### src/rtl/shift_pkg.sv
// Shared definitions for the sequential shift unit: mode codes and FSM states.
package shift_pkg;

  localparam logic [1:0] SH_SLL = 2'd0;
  localparam logic [1:0] SH_SRL = 2'd1;
  localparam logic [1:0] SH_SRA = 2'd2;
  localparam logic [1:0] SH_ROL = 2'd3;

  typedef enum logic [1:0] {
    ST_IDLE  = 2'd0,
    ST_SHIFT = 2'd1,
    ST_DONE  = 2'd2
  } state_e;

endpackage

### src/rtl/shift_step.sv
// Combinational shifter: moves the operand by k_i (0..STEP) bits in the selected mode
// and reports the last bit that left the word.
module shift_step
  import shift_pkg::*;
#(
  parameter int unsigned WIDTH = 64,
  parameter int unsigned STEP  = 1,
  parameter int unsigned KW    = $clog2(STEP + 1)
) (
  input  logic [WIDTH-1:0] data_i,
  input  logic [1:0]       mode_i,
  input  logic [KW-1:0]    k_i,
  output logic [WIDTH-1:0] data_o,
  output logic             carry_o
);

  // A chain of STEP single-bit stages; stage j is bypassed when j >= k_i.
  // SRA keeps bit WIDTH-1 in place, so the original sign is replicated throughout.
  always_comb begin
    data_o  = data_i;
    carry_o = 1'b0;
    for (int unsigned j = 0; j < STEP; j++) begin
      if (j < 32'(k_i)) begin
        unique case (mode_i)
          SH_SLL: begin
            carry_o = data_o[WIDTH-1];
            data_o  = {data_o[WIDTH-2:0], 1'b0};
          end
          SH_SRL: begin
            carry_o = data_o[0];
            data_o  = {1'b0, data_o[WIDTH-1:1]};
          end
          SH_SRA: begin
            carry_o = data_o[0];
            data_o  = {data_o[WIDTH-1], data_o[WIDTH-1:1]};
          end
          SH_ROL: begin
            carry_o = data_o[WIDTH-1];
            data_o  = {data_o[WIDTH-2:0], data_o[WIDTH-1]};
          end
          default: ;
        endcase
      end
    end
  end

endmodule

### src/rtl/seq_shift_unit.sv
// Multi-cycle shift unit: accepts an operand over valid/ready, shifts up to STEP bits per
// clock, then holds the result until the consumer takes it.
module seq_shift_unit
  import shift_pkg::*;
#(
  parameter int unsigned WIDTH = 64,
  parameter int unsigned STEP  = 1,
  parameter int unsigned SHW   = $clog2(WIDTH)
) (
  input  logic             clk,
  input  logic             rst_n,
  input  logic             in_valid,
  output logic             in_ready,
  input  logic [WIDTH-1:0] in_data,
  input  logic [SHW-1:0]   in_shamt,
  input  logic [1:0]       in_mode,
  output logic             out_valid,
  input  logic             out_ready,
  output logic [WIDTH-1:0] out_data,
  output logic             out_carry
);

  localparam int unsigned KW = $clog2(STEP + 1);

  state_e           state_q;
  logic [WIDTH-1:0] data_q;
  logic [1:0]       mode_q;
  logic [SHW-1:0]   rem_q;
  logic             carry_q;
  logic             out_valid_q;

  logic [KW-1:0]    k;
  logic [WIDTH-1:0] step_data;
  logic             step_carry;

  // k = min(STEP, rem); rem always fits in KW bits when it is below STEP.
  assign k = (32'(rem_q) < STEP) ? KW'(rem_q) : KW'(STEP);

  shift_step #(
    .WIDTH (WIDTH),
    .STEP  (STEP),
    .KW    (KW)
  ) u_shift_step (
    .data_i  (data_q),
    .mode_i  (mode_q),
    .k_i     (k),
    .data_o  (step_data),
    .carry_o (step_carry)
  );

  always_ff @(posedge clk or negedge rst_n) begin
    if (!rst_n) begin
      state_q     <= ST_IDLE;
      data_q      <= '0;
      mode_q      <= SH_SLL;
      rem_q       <= '0;
      carry_q     <= 1'b0;
      out_valid_q <= 1'b0;
    end else begin
      unique case (state_q)
        ST_IDLE: begin
          if (in_valid) begin
            data_q  <= in_data;
            mode_q  <= in_mode;
            rem_q   <= in_shamt;
            carry_q <= 1'b0;
            state_q <= ST_SHIFT;
          end
        end
        ST_SHIFT: begin
          if (rem_q == '0) begin
            state_q     <= ST_DONE;
            out_valid_q <= 1'b1;
          end else begin
            data_q  <= step_data;
            carry_q <= step_carry;
            rem_q   <= rem_q - SHW'(k);
          end
        end
        ST_DONE: begin
          if (out_ready) begin
            state_q     <= ST_IDLE;
            out_valid_q <= 1'b0;
          end
        end
        default: state_q <= ST_IDLE;
      endcase
    end
  end

  assign in_ready  = (state_q == ST_IDLE) && rst_n;
  assign out_valid = out_valid_q;
  assign out_data  = data_q;
  assign out_carry = carry_q;

endmodule

### config.mk
export PLATFORM = sky130hd
export DESIGN_NAME = seq_shift_unit
export DESIGN_NICKNAME = d
export VERILOG_FILES = /design/src/rtl/shift_pkg.sv /design/src/rtl/shift_step.sv /design/src/rtl/seq_shift_unit.sv
export SDC_FILE = /design/constraint.sdc
export NUM_CORES = 1
export LEC_CHECK = 0
export ABC_AREA = 0
export CORE_UTILIZATION = 30
export DETAILED_ROUTE_END_ITERATION = 8
export PLACE_DENSITY_LB_ADDON = 0.3
export REMOVE_ABC_BUFFERS = 1
export SLEW_MARGIN = 15
export SYNTH_ARGS = -nofsm -noshare
export SYNTH_HDL_FRONTEND = slang
export SYNTH_SLANG_ARGS = --single-unit
### constraint.sdc
create_clock -name clk -period 2.6 [get_ports clk]
set_clock_uncertainty 0.05 [all_clocks]
set_input_delay 0.26 -clock clk [delete_from_list [all_inputs] [get_ports clk]]
set_output_delay 0.26 -clock clk [all_outputs]
set_load 0.005 [all_outputs]
======== Word-level counts from Yosys, hierarchy flattened ========
Cells that the tools add are included.
operators by class
  add/sub/neg operators ................... 1
  magnitude comparators ................... 2
  equality and inequality tests ........... 11
  mux-type cells .......................... 21
  reductions and logical operators ........ 14
operators by type and width
  operator                                                                  count
  64-bit case mux with 4 select lines                                       1
  64-bit 2-to-1 mux                                                         3
  64-bit case mux with 2 select lines                                       1
  6-bit 2-to-1 mux                                                          2
  6-bit case mux with 2 select lines                                        1
  2-bit inequality test (second input constant)                             5
  3-bit AND reduction                                                       3
  2-bit == test (second input constant)                                     3
  6-bit zero test                                                           1
  6-bit by 1-bit < comparator with 1-bit output (second input constant)     1
  1-bit 2-to-1 mux                                                          6
  2-bit 2-to-1 mux                                                          3
  1-bit case mux with 2 select lines                                        3
  2-bit case mux with 3 select lines                                        1
  6-bit by 1-bit subtractor with 6-bit output                               1
  5-bit AND reduction                                                       1
  2-bit by 1-bit == test with 1-bit output (second input constant)          2
  2-bit zero test                                                           2
  4-bit AND reduction                                                       1
  2-bit nonzero test                                                        2
  2-bit OR reduction                                                        2
  2-bit by 1-bit inequality test with 1-bit output (second input constant)  1
  2-bit AND reduction                                                       1
  1-bit logical AND                                                         1
  1-bit < comparator (first input constant)                                 1
storage, ports and cells
  bits in registers ....................... 76
  input port bits ......................... 76
  logic and storage cells ................. 56

======== Logic depth before layout (Yosys ltp) ========
Gate-level depths: netlist of run 1.
  depth after elaboration ................. 6
  depth in mapped cells ................... 7
  mapped depth without buffers ............ 6

======== Cells and area by module ========
From an unflattened synthesis of run 1, not the netlist that was laid out.
second synthesis, totals
  cell total of the unflattened synthesis .. 436
  area, all modules ....................... 5225.0 sq um
by module, submodules not included
  module          times used  cells each  area an instance (sq um)
  seq_shift_unit  1           273         3937.5
  shift_step      1           163         1287.5

======== Worst setup path before layout of run 1 ========
No wires, ideal clock.
  path type ............................... register -> register
  start ................................... register rem_q[0]
  end ..................................... register rem_q[4]
  library setup time ...................... 0.126 ns
  data arrival time ....................... 1.670 ns
  required time ........................... 2.424 ns
  setup slack ............................. 0.754 ns
  cell stages (with the launch flop) ...... 7
  clock period less this slack ............ 1.846 ns
  cell sequence ........................... dfrtp_1 -> nor4_4 -> a21oi_1 -> ha_1 -> or3b_1 -> a21o_1 -> a221o_1
on the way
  cells in the longest elaborated chain, start to end .. 5
ends and longest elaborated chain
  what                                           RTL line              RTL
  from (decl)                                    seq_shift_unit.sv:28  logic [SHW-1:0] rem_q;
  from (signal assigned)                         seq_shift_unit.sv:65  rem_q <= in_shamt;
  from (signal assigned)                         seq_shift_unit.sv:77  rem_q <= rem_q - SHW'(k);
  6-bit by 1-bit < comparator with 1-bit output  seq_shift_unit.sv:37  assign k = (32'(rem_q) < STEP) ? KW'(rem_q) : KW'(STEP);
  1-bit 2-to-1 mux                               seq_shift_unit.sv:37
  6-bit by 1-bit subtractor with 6-bit output    seq_shift_unit.sv:77
  6-bit 2-to-1 mux                               seq_shift_unit.sv:71  if (rem_q == '0) begin
  6-bit case mux with 2 select lines             seq_shift_unit.sv:60  unique case (state_q)
Several ways; a longest one is shown, not always the timed one. The select of a mux whose other input is x is not followed.
A chain may end at the register's enable or synchronous reset.

======== Final worst setup path of run 1 ========
  start ................................... register state_q[0]
  end ..................................... output in_ready
on the way
  cells in the longest elaborated chain, start to end .. 2
ends and longest elaborated chain
  what                    RTL line              RTL
  from (decl)             seq_shift_unit.sv:25  state_e state_q;
  from (signal assigned)  seq_shift_unit.sv:53  state_q <= ST_IDLE;
  from (signal assigned)  seq_shift_unit.sv:67  state_q <= ST_SHIFT;
  from (signal assigned)  seq_shift_unit.sv:72  state_q <= ST_DONE;
  2-bit zero test         seq_shift_unit.sv:91  assign in_ready = (state_q == ST_IDLE) && rst_n;
  1-bit logical AND       seq_shift_unit.sv:91
  to (decl)               seq_shift_unit.sv:13  output logic in_ready,
Every way passes these cells.

==> results of run 1 <==
[cell usage in the layout (no fill, tap or decap), types with 3 or more instances in the layout]
master / count
inv_1: 67
o32ai_1: 3
clkdlybuf4s50_1: 141
o21ai_1: 20
buf_12: 3
o32ai_2: 60
a221o_1: 3
nand2_1: 4
bufinv_16: 3
o21ai_0: 46
a221oi_1: 64
ha_1: 5
a21oi_1: 5
dfrtp_1: 76
nor3b_1: 4
mux2i_1: 3
buf_4: 14
clkbuf_16: 9
[what timing repair did]
action	4_1_cts	5_1_grt
setup buffers	0	0
hold buffers	1	0
endpoints found under the hold margin	34	0
gates resized for setup	0	0
[worst max path at each step]
stage	cells past startpoint	startpoint	end	slack [ps]
after floorplan	3	rem_q[4]	rem_q[0]	-3400
after global placement	6	rem_q[4]	rem_q[4]	670
final	2	state_q[0]	in_ready	530
after global routing	2	state_q[0]	in_ready	440
after detailed placement	6	rem_q[2]	rem_q[4]	610
after CTS	2	state_q[0]	in_ready	500
[through the flow]
| stage | hold slack [ps] | worst slack [ps] | TNS, ps | cells |
|---|---|---|---|---|
| floorplan | -85.6 | -3400 | -216700 | 397 |
| global placement | 320 | 671 | 0 | 771 |
| detailed placement | 333 | 614 | 0 | 771 |
| CTS | 424 | 497 | 0 | 787 |
| global route | 468 | 443 | 0 | 787 |
| finish | 434 | 526 | 0 | 787 |
[metal layers]
layer	part of all wire [%]	track usage, %
met1	45	25.3
met2	47	30.7
met3	5.9	2.81
met4	1.8	7.47
met5	0	0
[critical path: stages (launching register included)]
cell	delay, ps
dfrtp_1	600
nor3b_1	280
clkdlybuf4s50_1	550
[power by group through the flow]
stage | logic [mW] | registers [mW] | clock network, mW
after floorplan | 4.27 | 2.37 | 0
after detailed placement | 6.09 | 2.51 | 0
after CTS | 6.11 | 2.50 | 1.49
after global placement | 5.90 | 2.49 | 0
final | 6.04 | 2.51 | 1.46
after global routing | 6.60 | 2.60 | 1.54
[registers in the layout, summed over array words and instances (netlist names)]
signal / flops
out_carry: 1
out_valid: 1
out_data: 64
state_q: 2
rem_q: 6
mode_q: 2
[logic make-up (layout without fill, tap and decap cells)]
family                   count (synthesis)  in the layout
adder cells (fa/ha/maj)                  5              5
multiplexers                             3              3
AO/OA/AOI/OAI                          217            217
AND/OR/NAND/NOR                         29             29
flip-flops                              76             76
buffers and inverters                  121            241
[cell type report]
cell class | instances | area, um2
Clock buffer | 10 | 239
Timing Repair Buffer | 159 | 1590
Multi-Input combinational cell | 254 | 2400
Sequential cell | 76 | 1900
Inverter | 67 | 251
Tap cell | 216 | 270
Clock inverter | 5 | 100
Fill cell | 1518 | 9080
[Yosys cell counts, types with 3 or more instances]
library cell  instances  area [um2]
inv_1                67         251
nor2b_1               3        18.8
nor3b_1               4        30.0
mux2i_1               3        30.0
o21ai_0              46         230
buf_4                 5        37.5
ha_1                  5        62.6
o21ai_1              20         100
nand2b_1              3        18.8
a221o_1               3        30.0
clkbuf_1             22        82.6
nand2_1               4        15.0
o32ai_2              60         976
a221oi_1             64         561
dfrtp_1              76        1900
buf_6                10         113
buf_2                17        85.1
o32ai_1               3        26.3
a21oi_1               5        25.0
==> metrics, run 1 <==
run status=complete, no violations; via count normalized by instance count=5.62; wire length of the first global-routing pass=24500 um; final setup violating endpoints=0; share of synthesized cell area in full adder, half adder and majority cells=1.29%; multiplexer share of the synthesized area=less than 1%; combinational share of power=60.4%; Critical R2R Capture=rem_q[4]; Die Footprint=16700 um2; later-pin clock latency in the skew report=340 ps; Critical Path Sink Type=output pin; TritonCTS clock tree=built; die extent in y=129 um; switching share of power=41.0%; largest driver fanout on the critical path=18; complex-gate fraction of the synthesized area=a little over two fifths; clock-pin slew on the worst setup and hold paths=roughly 60 ps; Slew Limit Fails=0; cell count of the worst hold path=3; CTS root buffer=clkbuf_16; Post-synth EDFFs=0; Peak supply drop=between 0.9 and 1 mV; antenna violations before repair=0; per-instance average area after synthesis=about 11 um2; instance count of the mapped netlist=~450; Non-Filler Cell Area, Final=6750 um2; effective utilization at floorplan=a little under a third; Synth Cell Area=4840 um2; Synthesis Warnings=0; layout cell share with drive strength beyond 1=between 10% and 20%; arrival time at the worst endpoint=1760 ps; share of the clock period used by the worst path after layout=79.8%; total detailed-routing wirelength=15300 um; vias in the first global route=4612; buffers from clock root to sink, at most=2; Hold WC Path Type=in -> reg; internal power of the cells=5.90 mW; primary flip-flop cell chosen by synthesis mapping=dfrtp_1; Remaining DRCs=0; post-layout total power=10.0 mW; RSZ-0062 raised after global routing=false; IO Port Bufs=roughly 140; width of the chip=129 um; startpoint-to-endpoint class of the critical path=reg -> out; DRC marker count from the first detailed-route iteration=420; leakage power figure=2.57 nW; num ports=143; max frequency=approximately 480 MHz; Worst Min Path Start=in_mode[0]; dominant combinational cell family by area after synthesis=compound AO/OA/AOI/OAI gates; startpoint type of the worst setup path=register; post-place instance area=about 6400 um2; post-DP HPWL=9720 um; site row count=46; post-synthesis share of cell area spent on xor and xnor gates=0%; CTS buffer count=9; reg2reg start=rem_q[0]; number of different library cells in the post-synthesis netlist=42; Clock Sink Count=between 70 and 80; Synth-to-Final Area Change=39.4%; post-route core utilization=42.6%; part of the power in the clock network=14.6%; remaining global-route overflow=0; worst rel slew slack=around three fifths; total number of H-tree levels=3; Worst-Margin Slew=between 600 and 700 ps; fraction of registers with async set or reset after synthesis=100%; number of cells on the worst reg-to-reg path=6; routed length per instance=19.5 um; Sw Pwr=4.11 mW; min cycle time layout=2070 ps; maximum number of pins on one net before global-route repair=65; Simple-Gate Fraction of Synth Area=4.19%; number of vias after detailed routing=4425; Diodes inserted=0; router iterations before antenna repair=6; placeable core region=15800 um2; endpoint required time on the critical path=2290 ps; flip-flop and latch count after synthesis=76; final hold viol count=0; GR Util All Layers=a little under a fifth; maximum capacitance violations=0; worst-case hold path end point=mode_q[0]; cell area power density=1480 nW/um2; register-to-register path setup slack=roughly 570 ps; fraction of the yosys area taken by sequential cells=39.3%; count of nets after finishing=648; Sequential Power Share=25.1%; post-route antenna net violation count=0; final estimated routing congestion in global placement=about 0.89
No activity file was read; power rests on OpenSTA's default activity.
==> run 2, diff against run 1 <==
Clock period 2.6 ns to 1.8 ns, I/O delays scaled along.
==> run 2 against run 1 <==
Compared with the run above: the flow now finishes with violations (negative setup slack); sequential share of layout area decreased by 5.5 points; hold slack got worse by 90 ps; first-iteration DRC count decreased by 41%; final cell count increased by 4.8%; sequential cell count unchanged; cell area increased by 24%; utilization increased by 10 points; count of clock-buffer cells in the layout increased by 2; total power increased by 99%; non-clock buffer count increased by 39; combinational power increased by 130%; global-route usage increased by 0.39 points; largest cell class unchanged.
==> metrics, run 2 (synthesized netlist as in run 1, its figures left out) <==
TritonCTS clock tree=built; remaining global-route overflow=0; cell area power density=2360 nW/um2; Peak supply drop=1.35 mV; CTS root buffer=clkbuf_16; number of cells on the worst reg-to-reg path=7; setup ws final=-42.4 ps; IO Port Bufs=142; Worst-Margin Slew=582 ps; site row count=46; maximum number of pins on one net before global-route repair=66; worst rel slew slack=about three fifths; combinational share of power=69.9%; max frequency=between 500 and 600 MHz; part of the power in the clock network=a little over 9%; total detailed-routing wirelength=approximately 18000 um; flip-flop count of the largest register after layout=64; min cycle time layout=1840 ps; width of the chip=129 um; CTS buffer count=9; routed length per instance=21.3 um; met1 layer usage reported by global route=approximately a quarter; Slew Limit Fails=0; Clock Sink Count=76; die extent in y=129 um; effective utilization at floorplan=between 30% and 40%; global-route track usage on met3=under 10%; setup_tns=-476 ps; most used cells in the layout excluding fill and tap cells=clkdlybuf4s50_1, dfrtp_1, inv_1; endpoint required time on the critical path=1960 ps; Sw Pwr=8.58 mW; Sequential Power Share=20.9%; clock-pin slew on the worst setup and hold paths=60 ps; most common cell after layout, fill and taps aside=clkdlybuf4s50_1; layout cell share with drive strength beyond 1=36.1%; vias in the first global route=4714; final setup violating endpoints=30; startpoint-to-endpoint class of the critical path=reg -> reg; Placed Cells=approximately 800; router iterations before antenna repair=4; global-route layer with the greatest usage=met2; Non-Filler Cell Area, Final=8400 um2; placeable core region=approximately 16000 um2; leakage power figure=approximately 3.1 nW; via count normalized by instance count=5.59; count of nets after finishing=687; run status=complete, but fails checks; routing usage on met2=32.2%; switching share of power=43.2%; maximum capacitance violations=0; failing checks=negative setup slack; number of vias after detailed routing=4608; Diodes inserted=0; Remaining DRCs=0; largest driver fanout on the critical path=8; Critical Path Sink Type=register; post-place instance area=roughly 6700 um2; GR Util All Layers=19.3%; internal power of the cells=about 11 mW; total number of H-tree levels=3; wire length of the first global-routing pass=24900 um; non-filler cells in the finished layout=slightly above 800; register-to-register path setup slack=-40 ps; antenna violations before repair=0; num ports=~140; final estimated routing congestion in global placement=slightly below 0.8; share of the clock period used by the worst path after layout=102%; later-pin clock latency in the skew report=340 ps; DRC marker count from the first detailed-route iteration=about 250; Hold WC Path Type=in -> reg; final hold viol count=0; Die Footprint=16700 um2; post-route antenna net violation count=0; buffers from clock root to sink, at most=2; startpoint type of the worst setup path=register; arrival time at the worst endpoint=roughly 2000 ps; RSZ-0062 raised after global routing=true; cell count of the worst hold path=3; post-route core utilization=53.1%; Synth-to-Final Area Change=73.5%; post-DP HPWL=10100 um
[run 2: cell count changes in the layout (fill, tap and decap cells not counted), moves of 4 or more]
cell / change
a221oi_1: -63
ha_1: -4
a221oi_4: +54
a221oi_2: +9
buf_4: +14
clkbuf_16: +9
inv_1: -4
buf_12: +11
buf_6: +4
inv_2: +4
[run 2: stage by stage]
step / worst slack (ps) / hold WS, ps / power, mW
floorplan: -4200 / -166 / 8.87
global placement: -44.7 / 243 / 12.7
detailed placement: -134 / 258 / 13.1
CTS: -51.6 / 337 / 15.7
global route: -110 / 375 / 21.0
finish: -42.4 / 345 / 19.9
[run 2: power by group through the flow]
stage	clock network (mW)	registers, mW	logic, mW
after floorplan	0	3.37	5.50
after global placement	0	3.52	9.18
after detailed placement	0	3.56	9.50
after CTS	1.88	3.64	10.2
after global routing	1.94	4.28	14.8
final	1.83	4.15	13.9
[run 2: timing repair]
| item | CTS | global route |
|---|---|---|
| endpoints found under the hold margin | 76 | 0 |
| setup buffers | 4 | 4 |
| pin swaps | 5 | 77 |
| hold buffers | 1 | 0 |
| resized for setup | 39 | 108 |
| setup endpoints to repair | 63 | 68 |
| cloned | 0 | 12 |
[run 2: path summary, 6_finish.rpt]
check	start	to
setup reg to reg	mode_q[1]	out_data[44]
max in group asynchronous	rst_n	rem_q[0]
min in group asynchronous	rst_n	out_data[49]
hold / removal	in_mode[0]	mode_q[0]
setup / recovery	mode_q[1]	out_data[44]
hold reg to reg	out_valid	out_valid
[run 2: cell type report]
| cell class | instances | area, um2 |
|---|---|---|
| multi-input combinational | 254 | 3480 |
| tap | 216 | 270 |
| clock inverter | 2 | 35.0 |
| clock buffer | 12 | 256 |
| fill | 1353 | 7420 |
| sequential | 76 | 1900 |
| inverter | 67 | 251 |
| timing repair buffer | 198 | 2210 |
[run 2: routing by layer]
layer | wire length, um | up-vias
li1 | - | 2099
met1 | 7830 | 2324
met2 | 8500 | 162
met3 | 898 | 23
met4 | 324 | 0
met5 | 0 | -
[run 2: worst max-delay path, stage by stage, from the launching register on]
cell	delay (ps)
dfrtp_1	430
inv_2	90
ha_2	190
o21ba_4	220
buf_12	140
clkbuf_16	180
a221oi_2	300
o32ai_2	120
==> run 3, diff against run 2 <==
Settings changed: PLACE_DENSITY_LB_ADDON 0.3 to 0.15.
==> run 3 against run 2 <==
Compared with the run above: the flow still finishes with violations (negative setup slack); combinational power is 14% lower; final cell count is 0.36% lower; sequential cell count stayed put; total power is 9.0% lower; register-to-register slack hardly changed; wire length is 4.4% lower; die area stayed put; setup slack worse by 1.2 ps; non-clock buffer count is 6 lower; first-iteration DRC count is 8.0% lower; critical path type unchanged; critical endpoint unchanged.
==> metrics, run 3 (synthesized netlist as in run 1, its figures left out) <==
maximum capacitance violations=0; flip-flop count of the largest register after layout=64; total detailed-routing wirelength=16800 um; final setup violating endpoints=20; share of the clock period used by the worst path after layout=102%; RSZ-0062 raised after global routing=true; Peak supply drop=0.887 mV; Die Footprint=16700 um2; count of nets after finishing=about 700; GR Util All Layers=19.3%; DRC marker count from the first detailed-route iteration=229; layout cell share with drive strength beyond 1=35.2%; CTS root buffer=clkbuf_16; num ports=143; vias in the first global route=4519; worst rel slew slack=between 60% and 70%; total area of multi-input combinational cells=2950 um2; IO Port Bufs=142; placeable core region=15800 um2; post-route core utilization=between 40% and 50%; site row count=46; Slew Limit Fails=0; startpoint type of the worst setup path=register; CTS buffer count=9; number of fill cells=1412; endpoint required time on the critical path=between 1500 and 2000 ps; failing checks=negative setup slack; buffers from clock root to sink, at most=2; Synth-to-Final Area Change=62.4%; router iterations before antenna repair=6; post-DP HPWL=between 10000 and 15000 um; Worst Min Path Start=in_mode[1]; later-pin clock latency in the skew report=approximately 340 ps; final estimated routing congestion in global placement=0.806; final hold viol count=0; maximum number of pins on one net before global-route repair=48; antenna violations before repair=1; Remaining DRCs=0; min cycle time layout=1840 ps; remaining global-route overflow=0; register-to-register path setup slack=-40 ps; post-route antenna net violation count=0; Critical Path Sink Type=register; reg2reg start=mode_q[0]; Non-Filler Cell Area, Final=7860 um2; number of cells on the worst reg-to-reg path=7; TritonCTS clock tree=built; total number of H-tree levels=3; max frequency=542 MHz; die extent in y=129 um; total area of sequential cells=1910 um2; run status=complete, but fails checks; most common cell after layout, fill and taps aside=clkdlybuf4s50_1; Worst-Margin Slew=557 ps; cell area power density=2300 nW/um2; most used cells in the layout excluding fill and tap cells=clkdlybuf4s50_1, dfrtp_1, inv_1; effective utilization at floorplan=30.6%; arrival time at the worst endpoint=2020 ps; cell count of the worst hold path=3; via count normalized by instance count=5.42; largest driver fanout on the critical path=11; Hold WC Path Type=in -> reg; number of vias after detailed routing=roughly 4500; wire length of the first global-routing pass=24900 um; clock-pin slew on the worst setup and hold paths=60 ps; startpoint-to-endpoint class of the critical path=reg -> reg; setup ws final=-43.7 ps; Clock Sink Count=76; post-placement worst setup slack=-84.6 ps; leakage power figure=3.00 nW; worst-case hold path end point=mode_q[1]; Critical R2R Capture=out_data[44]; setup_tns=-272 ps; post-place instance area=6700 um2; width of the chip=129 um; routed length per instance=slightly above 20 um
==> run 3: cell types whose count changed in the layout (fill, tap and decap cells not counted), moves of 3 or more <==
cell,change
a221oi_4,-43
clkbuf_16,-4
buf_12,+3
buf_6,-3
bufinv_16,+3
a221oi_2,+43
==> run 3: area by class of cell <==
cell class                      instances  area share, %
Antenna cell                            1         0.0318
Inverter                               67           3.20
Tap cell                              216           3.44
Clock buffer                           10           2.91
Clock inverter                          6           1.73
Multi-Input combinational cell        254           37.5
Timing Repair Buffer                  192           27.0
Sequential cell                        76           24.2
==> run 3: through the flow <==
| step | instances | hold WS (ps) | power (mW) |
|---|---|---|---|
| after CTS | 811 | 334 | 15.8 |
| final | 822 | 344 | 18.1 |
| after floorplan | 397 | -166 | 8.87 |
| after detailed placement | 791 | 272 | 13.1 |
| after global placement | 791 | 276 | 12.9 |
| after global routing | 822 | 354 | 19.2 |
==> run 3: worst max-delay path by stage <==
stage                     startpoint      endpoint  cells past startpoint
after floorplan             rem_q[4]      rem_q[0]                      3
after global placement      in_valid  out_data[58]                      6
after detailed placement   mode_q[0]  out_data[39]                      6
after CTS                   rem_q[3]      rem_q[4]                      6
after global routing       mode_q[0]  out_data[52]                      7
final                      mode_q[0]  out_data[44]                      7
==> run 3: worst max-delay path, cell delays in order, from the launching register on <==
cell       delay (ps)
dfrtp_1           390
inv_2              70
ha_2              190
o21ba_4           260
buf_12            150
clkbuf_16         180
a221oi_2          320
o32ai_2           130
==> run 3: layer usage <==
| layer | track usage, % | part of all wire [%] | routed length (um) |
|---|---|---|---|
| met5 | 0 | 0 | 0 |
| met4 | 7.82 | 1.9 | 322 |
| met3 | 2.48 | 3.2 | 539 |
| met2 | 31.3 | 48 | 8120 |
| met1 | 26.0 | 46 | 7790 |
==> run 3: where the power goes <==
group	total, mW	internal, mW	leakage [nW]	switching (mW)
Sequential	3.83	2.59	0.949	1.24
Combinational	12.0	6.55	1.87	5.45
Clock	2.26	1.50	0.173	0.757
Total	18.1	10.6	3.00	7.44
==> run 3: what timing repair did <==
action	4_1_cts	5_1_grt
endpoints found under the setup margin	63	62
hold buffers	1	0
pin swaps	3	11
gates resized for setup	15	78
buffers inserted	2	4
gates cloned	1	6
endpoints found under the hold margin	76	0
==> RTL edit 1: new RTL, config.mk and constraints of run 2 <==
The 3 states of `state_e` get a one-hot encoding in 3 bits.
--- a/src/rtl/shift_pkg.sv
+++ b/src/rtl/shift_pkg.sv
@@ -8,6 +8,6 @@
 
-  typedef enum logic [1:0] {
-    ST_IDLE  = 2'd0,
-    ST_SHIFT = 2'd1,
-    ST_DONE  = 2'd2
+  typedef enum logic [2:0] {
+    ST_IDLE  = 3'b001,
+    ST_SHIFT = 3'b010,
+    ST_DONE  = 3'b100
   } state_e;
Behaviour: same outputs for any inputs over 4 cycles, from zero or initial values and one cycle with rst_n low; so few cycles prove little.
==> RTL edit 1 against run 2 <==
The flow still finishes with violations (setup timing). Sequential cell count grew 1. Critical path depth shrank 1. Sequential share of layout area grew 4.0 points. Via count grew 3.5%. Synthesized area shrank 12%. Worst setup slack lost 0.14 ns. Total power shrank 32%. Hold slack lost 0.14 ns. Final area shrank 14%. Wire length shrank 7.9%. Critical endpoint is now out_data[13].
==> RTL edit 1: results (changes against run 2) <==
Setup path:
- The maximum fanout along the worst path is 11 (+3).
- The data arrival at the endpoint of the critical path came to 2.14 ns (+0.13 ns).
- The path depth of the worst reg2reg path is 6 (-1).

GRT:
- The number of antenna violations at the first check in global routing was 0 (unchanged).
- The via count of the first global-routing pass was 4363 (-7.4%).
- The all-layer global routing usage is 20.0% (+0.79 points).
- The first-pass GRT wire length is 23.2 mm (-6.8%).
- The pin count of the biggest net entering global routing was 63 (-4.5%).

Timing:
- The post-layout worst setup margin was -0.183 ns (-0.140 ns).
- The worst slew slack as a fraction of its limit is 44.6% (-17 points).
- The count of final setup violators is 69 (+130%).

Logic synthesis:
- Counting instances in the post-synthesis netlist gives the leading cell types as sky130_fd_sc_hd__dfrtp_1 (76), sky130_fd_sc_hd__nor2_1 (75), sky130_fd_sc_hd__nand3_1 (66).
- The number of distinct standard cells referenced by the synthesized netlist is 41 (-2.4%).
- By area the synthesized netlist is led by sky130_fd_sc_hd__dfrtp_1 (44%), sky130_fd_sc_hd__a221oi_1 (13%), sky130_fd_sc_hd__o31ai_1 (11%).
- The Yosys warning count was 0 (unchanged).
- The fraction of registers with async set or reset after synthesis is 100% (unchanged).
- The proportion of synthesized area in mux cells is 0.497% (-0.12 points).
- The compound-cell area share of the yosys netlist came to 27.9% (-15 points).
- The arithmetic-cell share of the synthesized area counting full adders, half adders and majority gates came to 1.46% (+0.17 points).
- The share of synthesized area occupied by flip-flops and latches is 45.0% (+5.7 points).

Route:
- The met2 wire length was 7.54 mm (-11%).
- The number of vias in the routed layout was 4771 (+3.5%).
- The wire length after detailed routing was 16.2 mm (-7.9%).
- The initial detailed-routing violation count was 462 (+86%).
- The highest metal layer carrying signal wires in the routed design is met4.
- The routed metal-1 wire length was 7.11 mm (-9.2%).
- The met3 wire length is 1.27 mm (+41%).
- The total iterations of the first detailed-routing run was 5 (+1).

Clocking:
- Clock-pin slew was measured on the worst setup and hold paths at 0.07 ns.
- Clock latency on the worst-skew pair, taken at its later pin, is ~0.33 ns.
- The deepest level of the CTS H-tree was 3 (unchanged).
- The number of buffers inserted during clock tree synthesis is 9 (unchanged).
- The cell chosen for the clock root is sky130_fd_sc_hd__clkbuf_16.
- The count of clock tree sinks is 77 (+1.3%).

Status:
- The checks that failed: setup timing.
- The flow ran to the end, but the final reports show violations.

Power:
- The maximum vdd ir drop is 0.000896 V (-33%).
- The leakage power of the design is 0.00292 uW (-5.3%).

Worst hold path:
- The worst hold-check path type is input port to async pin.

Place:
- The global placement routability congestion is 0.843 (+7.2%).
- The HPWL reported at the end of detailed placement is 9.40 mm (-7.2%).
- The number of buffer cells added on primary ports is 142 (unchanged).

Final layout:
- The count of antenna diodes in the layout is 0 (unchanged).
- The fraction of final layout cells with drive strength greater than 1 came to 22.2% (-14 points).
- The total number of nets in the final design is 701 (+2.0%).
[RTL edit 1: stage by stage]
| stage | TNS, ns | utilization, % | std cells | setup slack [ns] | cell area (sq um) |
|---|---|---|---|---|---|
| after global routing | -13.05 | 52.2 | 805 | -0.227 | 7240 |
| after detailed placement | -9.94 | 43.5 | 766 | -0.168 | 6030 |
| after floorplan | -258.16 | - | 412 | -3.81 | 4000 |
| after global placement | -7.39 | 43.5 | 766 | -0.119 | 6030 |
| final | -9.81 | 52.2 | 805 | -0.183 | 7240 |
| after CTS | -8.70 | 46.8 | 790 | -0.176 | 6490 |
[RTL edit 1: power by group]
| group | total, uW | leakage [uW] | internal [uW] | switching [uW] |
|---|---|---|---|---|
| clock network | 1860 | 0.000142 | 1120 | 741 |
| registers | 3680 | 0.000944 | 2580 | 1090 |
| logic | 7910 | 0.00184 | 4020 | 3890 |
[RTL edit 1: path summary, 6_finish.rpt]
check,from,to,slack (ns)
worst max-delay path,rem_q[0],out_data[13],-0.18
worst min-delay path,rst_n,out_data[19],0.21
worst max register to register,rem_q[0],out_data[13],-0.18
worst min register to register,out_valid,out_valid,0.47
max in group asynchronous,rst_n,out_carry,0.38
min in group clk,in_mode[1],mode_q[1],0.36
[RTL edit 1: worst max-delay path, cell delays in order (launching register included)]
cell                        delay (ns)
sky130_fd_sc_hd__dfrtp_1          0.38
sky130_fd_sc_hd__or4_4            0.56
sky130_fd_sc_hd__or2_4            0.26
sky130_fd_sc_hd__a21oi_4          0.16
sky130_fd_sc_hd__buf_4            0.18
sky130_fd_sc_hd__clkbuf_16        0.18
sky130_fd_sc_hd__o31ai_1          0.08
[RTL edit 1: timing repair]
action / in CTS / in global routing
cloned: 3 / 11
hold endpoints to repair: 15 / 0
pin swaps: 1 / 26
gates resized for setup: 10 / 83
hold buffers: 1 / 0
buffers inserted: 4 / 4
endpoints found under the setup margin: 70 / 70
[RTL edit 1: area by class of cell]
type	count	area (sq um)
Clock buffer	11	243
Clock inverter	5	58.8
Fill cell	1244	6640
Inverter	5	18.8
Multi-Input combinational cell	330	2590
Sequential cell	77	1930
Tap cell	180	225
Timing Repair Buffer	197	2180
[RTL edit 1: logic make-up after synthesis]
family,count (synthesis)
buf+inv,58
simple gates,169
compound gates,154
fa+ha+maj,5
flops,77
mux,2
[RTL edit 1: per-layer routing]
metal | GRT usage, % | vias up
met5 | 0 | -
met4 | 5.86 | 0
met3 | 4.42 | 19
met2 | 30.1 | 231
met1 | 28.6 | 2403
li1 | - | 2118
==> RTL edit 2: new RTL, config.mk and constraints of run 2 <==
Made on the original files. `WIDTH` is set to 64 in 2 places; all go to 256.
--- a/src/rtl/shift_step.sv
+++ b/src/rtl/shift_step.sv
@@ -5,3 +5,3 @@
 #(
-  parameter int unsigned WIDTH = 64,
+  parameter int unsigned WIDTH = 256,
   parameter int unsigned STEP  = 1,
--- a/src/rtl/seq_shift_unit.sv
+++ b/src/rtl/seq_shift_unit.sv
@@ -5,3 +5,3 @@
 #(
-  parameter int unsigned WIDTH = 64,
+  parameter int unsigned WIDTH = 256,
   parameter int unsigned STEP  = 1,
Interface: changed (resized in_data, in_shamt and out_data); port bits go from 143 to 529. No check against the original RTL was run, so the function may have changed too.
==> RTL edit 2 against run 2 <==
The run still ends with setup timing left. Sequential share of layout area rose by 5.4 points. Final area grew to 2.9 times the old value. Synthesized area rose to 3.0 times the old value. Sequential cell count increased by 194. Via count grew to 3.6 times the old value. Wire length rose to 3.8 times the old value. Critical path type unchanged. Total power rose by 130%. Worst setup slack worse by 0.35 ns.
==> RTL edit 2: results (changes against run 2) <==
Status:
- The flow ran to the end, but the final reports show violations.
- The final reports fail on setup timing.

Route:
- The routed metal-1 wire length is 27.0 mm (+250%).
- The met2 wire length is 31.3 mm (+270%).
- The highest metal layer carrying signal wires in the routed design is met5.
- The total iterations of the first detailed-routing run is 5 (+1).
- The number of vias in the routed layout is 16800 (+260%).
- The wire length after detailed routing is 65.9 mm (+280%).
- The initial detailed-routing violation count was 2010 (+710%).

Clocking:
- The worst-skew pair later-pin latency is 0.53 ns (+0.19 ns).
- The number of gates resized after cts is 148 (+280%).
- The number of post-CTS setup repair buffers is 13 (+9).

Timing:
- The count of final setup violators came to 265 (+780%).
- The post-layout worst setup margin was -0.393 ns (-0.350 ns).
- The share of the cycle needed by the critical path after routing was 122% (+19 points).

Setup path:
- The worst register-to-register path ends at out_data[184].
- The slowest cell on the critical path is sky130_fd_sc_hd__or4_4.
- The data arrival at the endpoint of the critical path is 2.54 ns (+0.53 ns).
- The gate family responsible for the most delay along the worst path is simple AND/OR/NAND/NOR gates.
- The startpoint identified for the worst register-to-register timing path is rem_q[2].

Place:
- The HPWL reported at the end of detailed placement is 41.8 mm (+310%).

GRT:
- The met3 layer usage reported by global route is 4.93% (+2.1 points).
- The via count of the first global-routing pass is 15800 (+230%).
- The met1 track utilization from global routing is 32.5% (+7.3 points).

Final layout:
- The storage element area is 6790 sq um (+260%).

Power:
- The maximum vdd ir drop is 0.000871 V (-35%).
- The leakage power of the design is 0.00952 uW (+210%).
- The power dissipated by switching net loads is 17900 uW (+110%).
==> RTL edit 2: cell count changes after synthesis, moves of 14 or more <==
cell / before / now
sky130_fd_sc_hd__dfrtp_1: 76 / 270
sky130_fd_sc_hd__a221oi_1: 64 / 1
sky130_fd_sc_hd__o21ai_1: 20 / 51
sky130_fd_sc_hd__clkbuf_2: 0 / 14
sky130_fd_sc_hd__buf_2: 17 / 40
sky130_fd_sc_hd__clkbuf_1: 22 / 142
sky130_fd_sc_hd__o32ai_2: 60 / 0
sky130_fd_sc_hd__o21ai_0: 46 / 467
sky130_fd_sc_hd__inv_1: 67 / 4
sky130_fd_sc_hd__nand3_1: 0 / 257
sky130_fd_sc_hd__a221o_1: 3 / 256
==> RTL edit 2: metrics by stage <==
step,instances,hold slack (ns),total power [uW]
2_1_floorplan,1371,-0.166,20000
3_3_place_gp,2636,0.164,33100
3_5_place_dp,2636,0.168,33500
4_1_cts,2715,0.145,41600
5_1_grt,2753,0.191,47500
6_report,2753,0.180,44900
